$ cat src/rtl/reg_bank_pn.sv
// Parametrised register bank: Count x Width registers written by an addressed instruction stream,
// with INC/DEC/MOV, a multi-cycle clear-all sweep and a bad-instruction strobe. Option: REG_BANK_PN_SATURATE_EN.
module reg_bank_pn #(
   parameter int Width = 8,
   parameter int Count = 8,
   localparam int AddrW = (Count > 1) ? $clog2(Count) : 1,
   localparam int InstW = 4 + AddrW + Width
) (
   input  logic                   clock,
   input  logic                   reset,
   input  logic [InstW-1:0]       inst,
   input  logic                   inst_en,
   output logic                   inst_rdy,
   output logic                   inst_err,
   output logic [Count*Width-1:0] out
);

   // state    | meaning
   // ST_IDLE  | accepting instructions, inst_rdy high
   // ST_SWEEP | clearing reg[ptr] one per edge after CLRA, inst_rdy low
   typedef enum logic {ST_IDLE, ST_SWEEP} state_t;

   localparam logic [AddrW:0]   COUNT_W = (AddrW+1)'(Count);
   localparam logic [AddrW-1:0] LAST    = AddrW'(Count-1);
`ifdef REG_BANK_PN_SATURATE_EN
   localparam bit SAT = 1'b1;
`else
   localparam bit SAT = 1'b0;
`endif

   state_t             state_q, state_d;
   logic [AddrW-1:0]   ptr_q, ptr_d;
   logic               err_q, err_d;
   logic [Width-1:0]   regs_q [Count];
   logic [Width-1:0]   regs_d [Count];

   logic [3:0]         op;
   logic [AddrW-1:0]   addr, src;
   logic [Width-1:0]   imm, cur, src_val, wr_val;
   logic               addr_ok, src_ok, wr_en;

   assign op   = inst[InstW-1 -: 4];
   assign addr = inst[Width +: AddrW];
   assign imm  = inst[Width-1:0];

   // MOV source is the low AddrW bits of imm; zero-extend when imm is the narrower field
   generate
      if (AddrW <= Width) begin : g_src_slice
         assign src = imm[AddrW-1:0];
      end else begin : g_src_ext
         assign src = {{(AddrW-Width){1'b0}}, imm};
      end
   endgenerate

   always_comb begin
      cur     = '0;
      src_val = '0;
      for (int i = 0; i < Count; i++) begin
         if (AddrW'(i) == addr) cur = regs_q[i];
         if (AddrW'(i) == src)  src_val = regs_q[i];
      end
      addr_ok = {1'b0, addr} < COUNT_W;
      src_ok  = {1'b0, src}  < COUNT_W;
   end

   always_comb begin
      regs_d  = regs_q;
      state_d = state_q;
      ptr_d   = ptr_q;
      err_d   = 1'b0;
      wr_en   = 1'b0;
      wr_val  = imm;
      case (state_q)
         ST_IDLE: begin
            if (inst_en) begin
               case (op)
                  4'd0: ;
                  4'd1: begin
                     wr_en  = addr_ok;
                     err_d  = !addr_ok;
                  end
                  4'd2: begin
                     wr_en  = addr_ok;
                     err_d  = !addr_ok;
                     wr_val = (SAT && (&cur)) ? cur : cur + Width'(1);
                  end
                  4'd3: begin
                     wr_en  = addr_ok;
                     err_d  = !addr_ok;
                     wr_val = (SAT && (cur == '0)) ? cur : cur - Width'(1);
                  end
                  4'd4: begin
                     wr_en  = addr_ok && src_ok;
                     err_d  = !(addr_ok && src_ok);
                     wr_val = src_val;
                  end
                  4'd5: begin
                     regs_d[0] = '0;
                     ptr_d     = (Count > 1) ? AddrW'(1) : '0;
                     state_d   = (Count > 1) ? ST_SWEEP : ST_IDLE;
                  end
                  default: err_d = 1'b1;
               endcase
            end
         end
         ST_SWEEP: begin
            for (int i = 0; i < Count; i++) begin
               if (AddrW'(i) == ptr_q) regs_d[i] = '0;
            end
            ptr_d = ptr_q + AddrW'(1);
            if (ptr_q == LAST) begin
               state_d = ST_IDLE;
               ptr_d   = '0;
            end
         end
         default: state_d = ST_IDLE;
      endcase
      for (int i = 0; i < Count; i++) begin
         if (wr_en && (AddrW'(i) == addr)) regs_d[i] = wr_val;
      end
   end

   always_ff @(posedge clock or negedge reset) begin
      if (!reset) begin
         state_q <= ST_IDLE;
         ptr_q   <= '0;
         err_q   <= 1'b0;
         for (int i = 0; i < Count; i++) regs_q[i] <= '0;
      end else begin
         state_q <= state_d;
         ptr_q   <= ptr_d;
         err_q   <= err_d;
         for (int i = 0; i < Count; i++) regs_q[i] <= regs_d[i];
      end
   end

   assign inst_rdy = (state_q == ST_IDLE);
   assign inst_err = err_q;

   always_comb begin
      out = '0;
      for (int i = 0; i < Count; i++) out[i*Width +: Width] = regs_q[i];
   end

endmodule

$ cat config.mk
export PLATFORM = sky130hd
export DESIGN_NAME = reg_bank_pn
export DESIGN_NICKNAME = d
export VERILOG_FILES = /design/src/rtl/reg_bank_pn.sv
export SDC_FILE = /design/constraint.sdc
export NUM_CORES = 1
export LEC_CHECK = 0
export BUFFER_PORTS_ARGS = -buffer_cell sky130_fd_sc_hd__buf_4
export CAP_MARGIN = 15
export CORE_MARGIN = 4
export CORE_UTILIZATION = 52
export CTS_BUF_LIST = sky130_fd_sc_hd__clkbuf_4
export DETAILED_ROUTE_END_ITERATION = 6
export GPL_ROUTABILITY_DRIVEN = 0
export PLACE_DENSITY = 0.85
export SLEW_MARGIN = 40
export SYNTH_ARGS = -nofsm -noshare
export SYNTH_HDL_FRONTEND = slang
export SYNTH_SLANG_ARGS = --single-unit
$ cat constraint.sdc
create_clock -name clock -period 3.3 [get_ports clock]
set_input_delay 0.33 -clock clock [delete_from_list [all_inputs] [get_ports clock]]
set_output_delay 0.33 -clock clock [all_outputs]
set_load 0.01 [all_outputs]
### Yosys cells after proc, flatten, opt, wreduce, memory -nomap -nowiden

Index checks and enable logic that the tools add are counted.

| operators by class | value |
|---|---|
| reductions and logical operators | 37 |
| eq/ne operators | 32 |
| muxes and demuxes | 53 |
| $add $sub $neg | 3 |
| bitwise logic cells | 1 |

Operators by type and width:

| kind | count |
|---|---|
| $mux 8 | 36 |
| $mux 56 | 1 |
| $eq 3x3->1 const A | 12 |
| $reduce_bool 2->1 | 14 |
| $pmux 8 s3 | 1 |
| $eq 2x3->1 const A | 6 |
| $pmux 8 s2 | 1 |
| $reduce_and 2->1 | 8 |
| $eq 1x3->1 const A | 3 |
| $logic_not 3->1 | 3 |
| $mux 1 | 9 |
| $mux 3 | 3 |
| $add 8x1->8 const B | 1 |
| $eq 4x2->1 const B | 2 |
| $eq 4x3->1 const B | 2 |
| $logic_and 1x1->1 | 8 |
| $sub 8x1->8 const B | 1 |
| $ne 3x1->1 const B | 2 |
| $pmux 3 s2 | 1 |
| $reduce_or 6->1 | 1 |
| $eq 4x1->1 const B | 1 |
| $logic_not 4->1 | 1 |
| $reduce_or 4->1 | 1 |
| $add 3x1->3 const B | 1 |
| 7 further kinds | 7 |

| storage, ports and cells | value |
|---|---|
| register bits after elaboration | 69 |
| logic and storage cells | 137 |
| input bits | 18 |

### Depth between registers and ports, before layout

Gate-level depths: netlist (run 1).

| logic depth | value |
|---|---|
| word-level depth | 14 |
| mapped depth | 16 |

### Worst setup path before layout (run 1)

OpenSTA, ideal clock, no wires.

| timing path | value |
|---|---|
| kind | in2reg |
| from | in inst[8] |
| to | reg regs_q, in the netlist out[14] |
| slack | -0.104 ns |
| buffers on the path | 2 |
| data arrival time | 3.264 ns |
| cell stages on the path | 13 |
| library setup time | 0.140 ns |
| required time | 3.160 ns |
| path through | buf_4 buf_1 mux4_2 nand2_1 nand2_1 fa_1 a21o_1 a21oi_1 o21bai_1 mux2i_1 a21oi_1 a2bb2oi_1 o21ai_0 |

| on the way | value |
|---|---|
| longest elaborated chain between the ends | 14 |
| elaborated cells on any way between the ends | 26 |

Ends and longest elaborated chain:

| what | line | RTL |
|---|---|---|
| start, declared | 11 | `input logic [InstW-1:0] inst,` |
| $logic_not 3->1 | 59 | `if (AddrW'(i) == addr) cur = regs_q[i];` |
| $mux 8 (8 in series) | 59 |  |
| $sub 8x1->8 / $add 8x1->8 (equally long branches) | 90, 85 |  |
| $pmux 8 s3 | 76 | `case (op)` |
| $mux 8 | 75 | `if (inst_en) begin` |
| $mux 8 | 73 | `case (state_q)` |
| $mux 8 | 119 | `if (wr_en && (AddrW'(i) == addr)) regs_d[i] = wr_val;` |
| end, declared | 34 | `logic [Width-1:0] regs_q [Count];` |

Parallel ways exist; a longest one is shown, timed or not.
A chain may end at the register's enable or synchronous reset.

### Final worst setup path (run 1)

| timing path | value |
|---|---|
| from | reg regs_q, in the netlist out[26] |
| to | reg regs_q, in the netlist out[43] |

| on the way | value |
|---|---|
| longest elaborated chain between the ends | 10 |
| elaborated cells on any way between the ends | 11 |

Ends and longest elaborated chain:

| what | line |
|---|---|
| $mux 8 (*) (5 in series) | 59 |
| $sub 8x1->8 / $add 8x1->8 (equally long branches) | 90, 85 |
| $pmux 8 s3 (*) | 76 |
| $mux 8 (*) | 75 |
| $mux 8 (*) | 73 |
| $mux 8 (*) | 119 |

Mark *: on every way between the ends. The rest lies on a longest branch, timed or not.

==> results.md, run 1 <==
* Critical Path End Type: flip-flop
* Most frequent cells in the layout: 96 x buf_4, 73 x nand2_1, 69 x dfrtp_1
* Fin crit share at approximately 94%
* RSZ-0062 raised after global routing: no
* Mean Syn Cell Area at about 9.5 um2
* Worst-path clk slew at 0.13 ns
* Largest net degree at the start of global routing at 70
* Hold_sp: inst[13]
* P_leak at approximately 2.5 nW
* # clock sinks at just under 70
* Failing checks: DRC
* Min Hold Slack at ~0.16 ns
* Drt initial violations at between 700 and 800
* Distinct cells, synth at 57
* Post-synth EDFFs at 0
* Fmax at around 320 MHz
* Worst EP arrival at between 3 and 4 ns
* Vias in the first global route at just over 4000
* Worst path max stage delay at about 0.53 ns
* Max-slew violations at 0
* Overall power at roughly 4 mW
* WP data required at about 3.6 ns
* # IOs at 84
* Crit path cell chain: mux4_2, nand2_1, nand2_1, ha_1, a21oi_1, inv_1, a31oi_1, xnor2_1, a221oi_2, o21ai_0
* Max VDD drop at between 0.3 and 0.4 mV
* Worst r2r src: out[26]
* Hold Path Depth at 3
* Net count, final at about 570
* Worst path most repeated cell: nand2_1
* Reg-to-Reg End: out[43]
* CP max stage cell: a221oi_2
* Worst Setup Path Type: flip-flop to flip-flop
* Pre-CTS WS at about 0.15 ns
* Total global-route track usage at a little over 30%
* Worst slew margin at between 40% and 50%
* Area growth, synth to finish at 22.9%
* Grt ovf at 0
* Min-Delay Path Class: input port to flip-flop
* HPWL after DPL at between 10000 and 15000 um
* Layout cells sized above 1 at between 20% and 30%
* Placed cell area at 5090 um2
* Post-synthesis cell area at between 4000 and 5000 um2
* Post-synth ARST share at 100%
* Via Count at around 4400
* Inserted Clock Buffers at 9
* P per Cell Area at 741 nW/um2
* Vias per cell at roughly 6.7
* Post-route ant nets at 0
* Final instance area at 5320 um2
* Ys flop type: dfrtp_1
* Worst-Margin Slew at 0.876 ns
* Clock tree from TritonCTS: built
* Tmin final at 3.10 ns
* Clk Latency, worst-skew pair at ~0.44 ns
* CP max FO at 8
* Syn nets at approximately 490
* Total die area at ~9900 um2
* Ys Warns at 0
* Hold Fails Final Rpt at 0
* Mean routed wirelength per cell at roughly 23 um
* Final std cells w/o fill at 652
* First-pass detailed-route iteration total at 7
* Chip Height at between 90 and 100 um
* Initial antenna violation count at 0
* Endpoint, Worst Hold: inst_err
* Synth Instances at 454
* First-pass GRT wire length at between 20000 and 25000 um
* Placed cells at between 600 and 700
* Commonest non-fill, non-tap cell in the layout: buf_4
* Port bufs at 83
* Synthesized flop and latch total at slightly below 70
* Longest Clk Path Bufs at 2
* Drt total wl at ~15000 um
* Setup TNS at 0 ns
* Post-CTS resize count at 0
* Sequential cell area fraction in the yosys report at between 30% and 40%
* Maximum level of the CTS H-tree at 3
* Worst Setup Start Kind: flip-flop
* Die extent in x at 99.3 um
* Clock skew at ~0.018 ns
* # DRC at 5
* Num rows at 33
* Starting Density at between 50% and 60%
* Core area at 8180 um2
* Worst R2R Setup Slack at between 0.2 and 0.25 ns
* R2R depth at 10
* Outcome: finished with violations
* MaxCap Viol Count at 0
* Final setup fails at 0
* Root cell of the clock tree: clkbuf_4
* Final core utilization at roughly two thirds
* Postcts setup bufs at 0
* Setup ws final at a little over 0.2 ns
-- kinds of logic (layout without fill, tap and decap cells) --
| kind of cell | Yosys count | in the layout | share of synthesized area [%] |
|---|---|---|---|
| AOI/OAI and AO/OA | 138 | 138 | 20.7 |
| xor gates and xnor gates | 5 | 5 | 1.01 |
| adders and majority gates | 13 | 13 | 3.93 |
| buffers and inverters | 35 | 127 | 3.41 |
| DFF | 69 | 69 | 39.8 |
| muxes | 40 | 40 | 15.2 |
| other | 0 | 1 | 0 |
| and+or+nand+nor | 154 | 154 | 16.0 |
-- sequential cells by signal, summed over array words and instances (netlist names) --
name / flops
ptr_q: 3
inst_err: 1
state_q: 1
out: 64
-- Yosys cell counts (all sizes together), types with 5 or more instances --
| library cell | instances | area (um2) |
|---|---|---|
| nand2 | 73 | 274 |
| mux4 | 20 | 450 |
| ha | 12 | 150 |
| mux2i | 15 | 150 |
| a22o | 7 | 61.3 |
| inv | 12 | 45.0 |
| a221oi | 5 | 67.6 |
| nand2b | 6 | 37.5 |
| clkbuf | 15 | 56.3 |
| o211ai | 7 | 66.3 |
| buf | 7 | 42.5 |
| nor2 | 29 | 109 |
| a21oi | 16 | 80.1 |
| o22ai | 5 | 31.3 |
| a31oi | 6 | 37.5 |
| mux2 | 5 | 56.3 |
| nand3 | 19 | 95.1 |
| nor2b | 10 | 62.6 |
| o21ai | 69 | 345 |
| dfrtp | 69 | 1730 |
-- timing repair --
item | in CTS | in global routing
endpoints found under the setup margin | 0 | 0
hold endpoints to repair | 0 | 69
hold buffers | 0 | 1
-- how the worst max path moves through the flow --
stage / from / endpoint / slack (ns)
floorplan: inst[9] / out[14] / 0.08
CTS: out[60] / out[39] / 0.24
global placement: inst[9] / out[55] / 0.22
detailed placement: inst[9] / out[31] / 0.15
global route: out[26] / out[19] / 0.05
finish: out[26] / out[43] / 0.20
-- per-layer routing --
layer,global-route usage [%],share of wire [%]
met4,14.5,5.8
met3,8.98,13
met2,47.0,45
met1,39.5,36
met5,0,0
-- where the power goes --
part	switching, mW	leakage, nW	total (mW)	internal, mW
clock network	0.336	0.111	0.801	0.464
registers	0.400	0.931	1.53	1.13
logic	0.811	1.44	1.61	0.802
total	1.55	2.48	3.94	2.40
-- cell type report --
type                    instances  area (um2)
diodes                          1        2.50
clock buffers                   9        67.6
clock inverters                 7         146
fillers                       641        2850
inverters                      13        48.8
multi-input cells             350        2460
flip-flops and latches         69        1730
well taps                     105         131
repair buffers                 98         742
-- worst max-delay path: cells and delay by family, from the launching register on --
family          cells  cell delay, ns
simple gates        2            0.14
mux                 1            0.48
compound gates      4            1.25
buf+inv             1            0.12
flops               1            0.46
xor+xnor            1            0.11
fa+ha+maj           1            0.38
No activity file was read; power rests on OpenSTA's default activity.
==> run 2, diff against run 1 <==
--- a/config.mk
+++ b/config.mk
@@ -9,7 +9,6 @@
 export CAP_MARGIN = 15
 export CORE_MARGIN = 4
 export CORE_UTILIZATION = 52
-export CTS_BUF_LIST = sky130_fd_sc_hd__clkbuf_4
 export DETAILED_ROUTE_END_ITERATION = 6
 export GPL_ROUTABILITY_DRIVEN = 0
 export PLACE_DENSITY = 0.85
==> results.md, run 2 (synthesized netlist as in run 1, its figures left out) <==
* Ant diodes at 0 (-1)
* Layout cells sized above 1 at 26.6% (+0.049 points)
* Sw Pwr at 1.56 mW (+0.81%)
* Root cell of the clock tree: clkbuf_8
* Tmin final at 3.07 ns (-0.0241 ns)
* Starting Density at 53.0% (unchanged)
* Int Power at 2.52 mW (+5.0%)
* Setup ws final at 0.227 ns (+0.0241 ns)
* Vias per cell at 6.73 (+0.86%)
* Combinational share of power at 39.5% (-1.4 points)
* Worst Setup Start Kind: flip-flop
* Clk Latency, worst-skew pair at 0.36 ns (-0.08 ns)
* Grt ovf at 0 (unchanged)
* # clock sinks at 69 (unchanged)
* Setup TNS at 0 ns (unchanged)
* Postcts setup bufs at 0 (unchanged)
* Post-CTS resize count at 0 (unchanged)
* Min Hold Slack at -0.0363 ns (-0.200 ns)
* Final core utilization at 65.7% (+0.54 points)
* Initial antenna violation count at 0 (unchanged)
* P per Cell Area at 760 nW/um2 (+2.5%)
* Fin crit share at 93.1% (-0.73 points)
* Mean routed wirelength per cell at 22.8 um (+0.23%)
* Fmax at 325 MHz (+0.79%)
* Max VDD drop at 0.364 mV (+2.3%)
* Failing checks: hold timing
* Vias in the first global route at 4223 (+1.6%)
* Outcome: finished with violations
* Worst EP arrival at 3.29 ns (-0.11 ns)
* MaxCap Viol Count at 0 (unchanged)
* Die extent in x at 99.3 um (unchanged)
* Inserted Clock Buffers at 9 (unchanged)
* Area growth, synth to finish at 23.9%
* Power share of the clock group at 22.9% (+2.6 points)
* Max-slew violations at 0 (unchanged)
* WP data required at 3.52 ns (-0.09 ns)
* Drt initial violations at 726 (+2.4%)
* Total global-route track usage at 30.1% (-0.29 points)
* Largest net degree at the start of global routing at 70 (unchanged)
* First-pass detailed-route iteration total at 7 (unchanged)
* Port bufs at 83 (unchanged)
* Commonest non-fill, non-tap cell in the layout: buf_4
* Clock skew at 0.0102 ns (-0.00782 ns)
* Net Sw Frac at 38.3% (-0.97 points)
* Hold-fix buffers, CTS at 0 (unchanged)
* Clock tree from TritonCTS: built
* Worst-path clk slew at 0.08 ns (-0.05 ns)
* Pre-CTS WS at 0.152 ns (unchanged)
* CP max FO at 8 (unchanged)
* Worst R2R Setup Slack at 0.23 ns (+0.02 ns)
* Hold Fails Final Rpt at 63 (+63)
* Longest Clk Path Bufs at 2 (unchanged)
* Chip Height at 99.3 um (unchanged)
* Maximum level of the CTS H-tree at 3 (unchanged)
* Most frequent cells in the layout: 96 x buf_4, 73 x nand2_1, 69 x dfrtp_1
* Worst slew margin at 41.3% (-0.056 points)
* Num rows at 33 (unchanged)
* Min-Delay Path Class: input port to async pin
* Max reg flops at 64 (unchanged)
* Post-route ant nets at 0 (unchanged)
* Net count, final at 571 (-0.17%)
* RSZ-0062 raised after global routing: no
* Part of the power in registers at 37.6% (-1.2 points)
* Worst-Margin Slew at 0.877 ns (+0.000840 ns)
* First-pass GRT wire length at 22900 um (-0.54%)
* Via Count at 4375 (+0.55%)
* P_leak at 2.50 nW (+0.77%)
* Total die area at 9860 um2 (unchanged)
* # IOs at 84 (unchanged)
* Worst Setup Path Type: flip-flop to flip-flop
* Final setup fails at 0 (unchanged)
* Critical Path End Type: flip-flop
* # DRC at 0 (-5)
* HPWL after DPL at 10200 um (unchanged)
* Drt total wl at 14800 um (about the same)
* Core area at 8180 um2 (unchanged)
-- run 2: final cells by class --
cell class	count	area, um2
repair buffers	97	732
multi-input cells	350	2460
clock inverters	7	146
well taps	105	131
clock buffers	9	124
fillers	630	2810
flip-flops and latches	69	1730
inverters	13	48.8
-- run 2: per-layer routing --
metal	global-route usage (%)	part of all wire [%]	routed length, um
met2	46.0	45	6680
met1	38.7	37	5420
met3	9.96	12	1850
met4	14.4	5.9	882
met5	2.05	0	0
-- run 2: path summary, 6_finish.rpt --
check,end,depth (start not counted),startpoint
worst min register to register,ptr_q[0],1,ptr_q[0]
worst max register to register,out[31],11,out[60]
worst min-delay path,ptr_q[2],1,reset
min in group clock,inst_err,3,inst[13]
max in group asynchronous,out[12],1,reset
worst max-delay path,out[31],11,out[60]
-- run 2: metrics by stage --
step,hold slack [ns],std cells,total power [mW],instance area (um2)
2_1_floorplan,0.0344,454,2.30,4340
4_1_cts,0.113,650,4.05,5360
6_report,-0.0363,650,4.08,5370
3_3_place_gp,0.480,634,3.03,5090
5_1_grt,0.0186,650,4.29,5370
3_5_place_dp,0.494,634,3.10,5090
-- run 2: power groups by stage --
stage	logic, mW	registers [mW]	clock network, mW
floorplan	0.790	1.51	0
global placement	1.53	1.50	0
detailed placement	1.58	1.52	0
CTS	1.60	1.51	0.936
global route	1.75	1.57	0.975
finish	1.61	1.53	0.932
-- run 2: worst max-delay path, cell delays in order (launching register included) --
cell and delay [ns]:
dfrtp_1 0.46, mux4_2 0.50, nand2_1 0.08, nand2_1 0.08
ha_1 0.37, a21o_1 0.19, a21oi_1 0.13, nor2b_1 0.08
a2111oi_4 0.32, xnor2_1 0.16, a221oi_4 0.41, o21ai_0 0.16
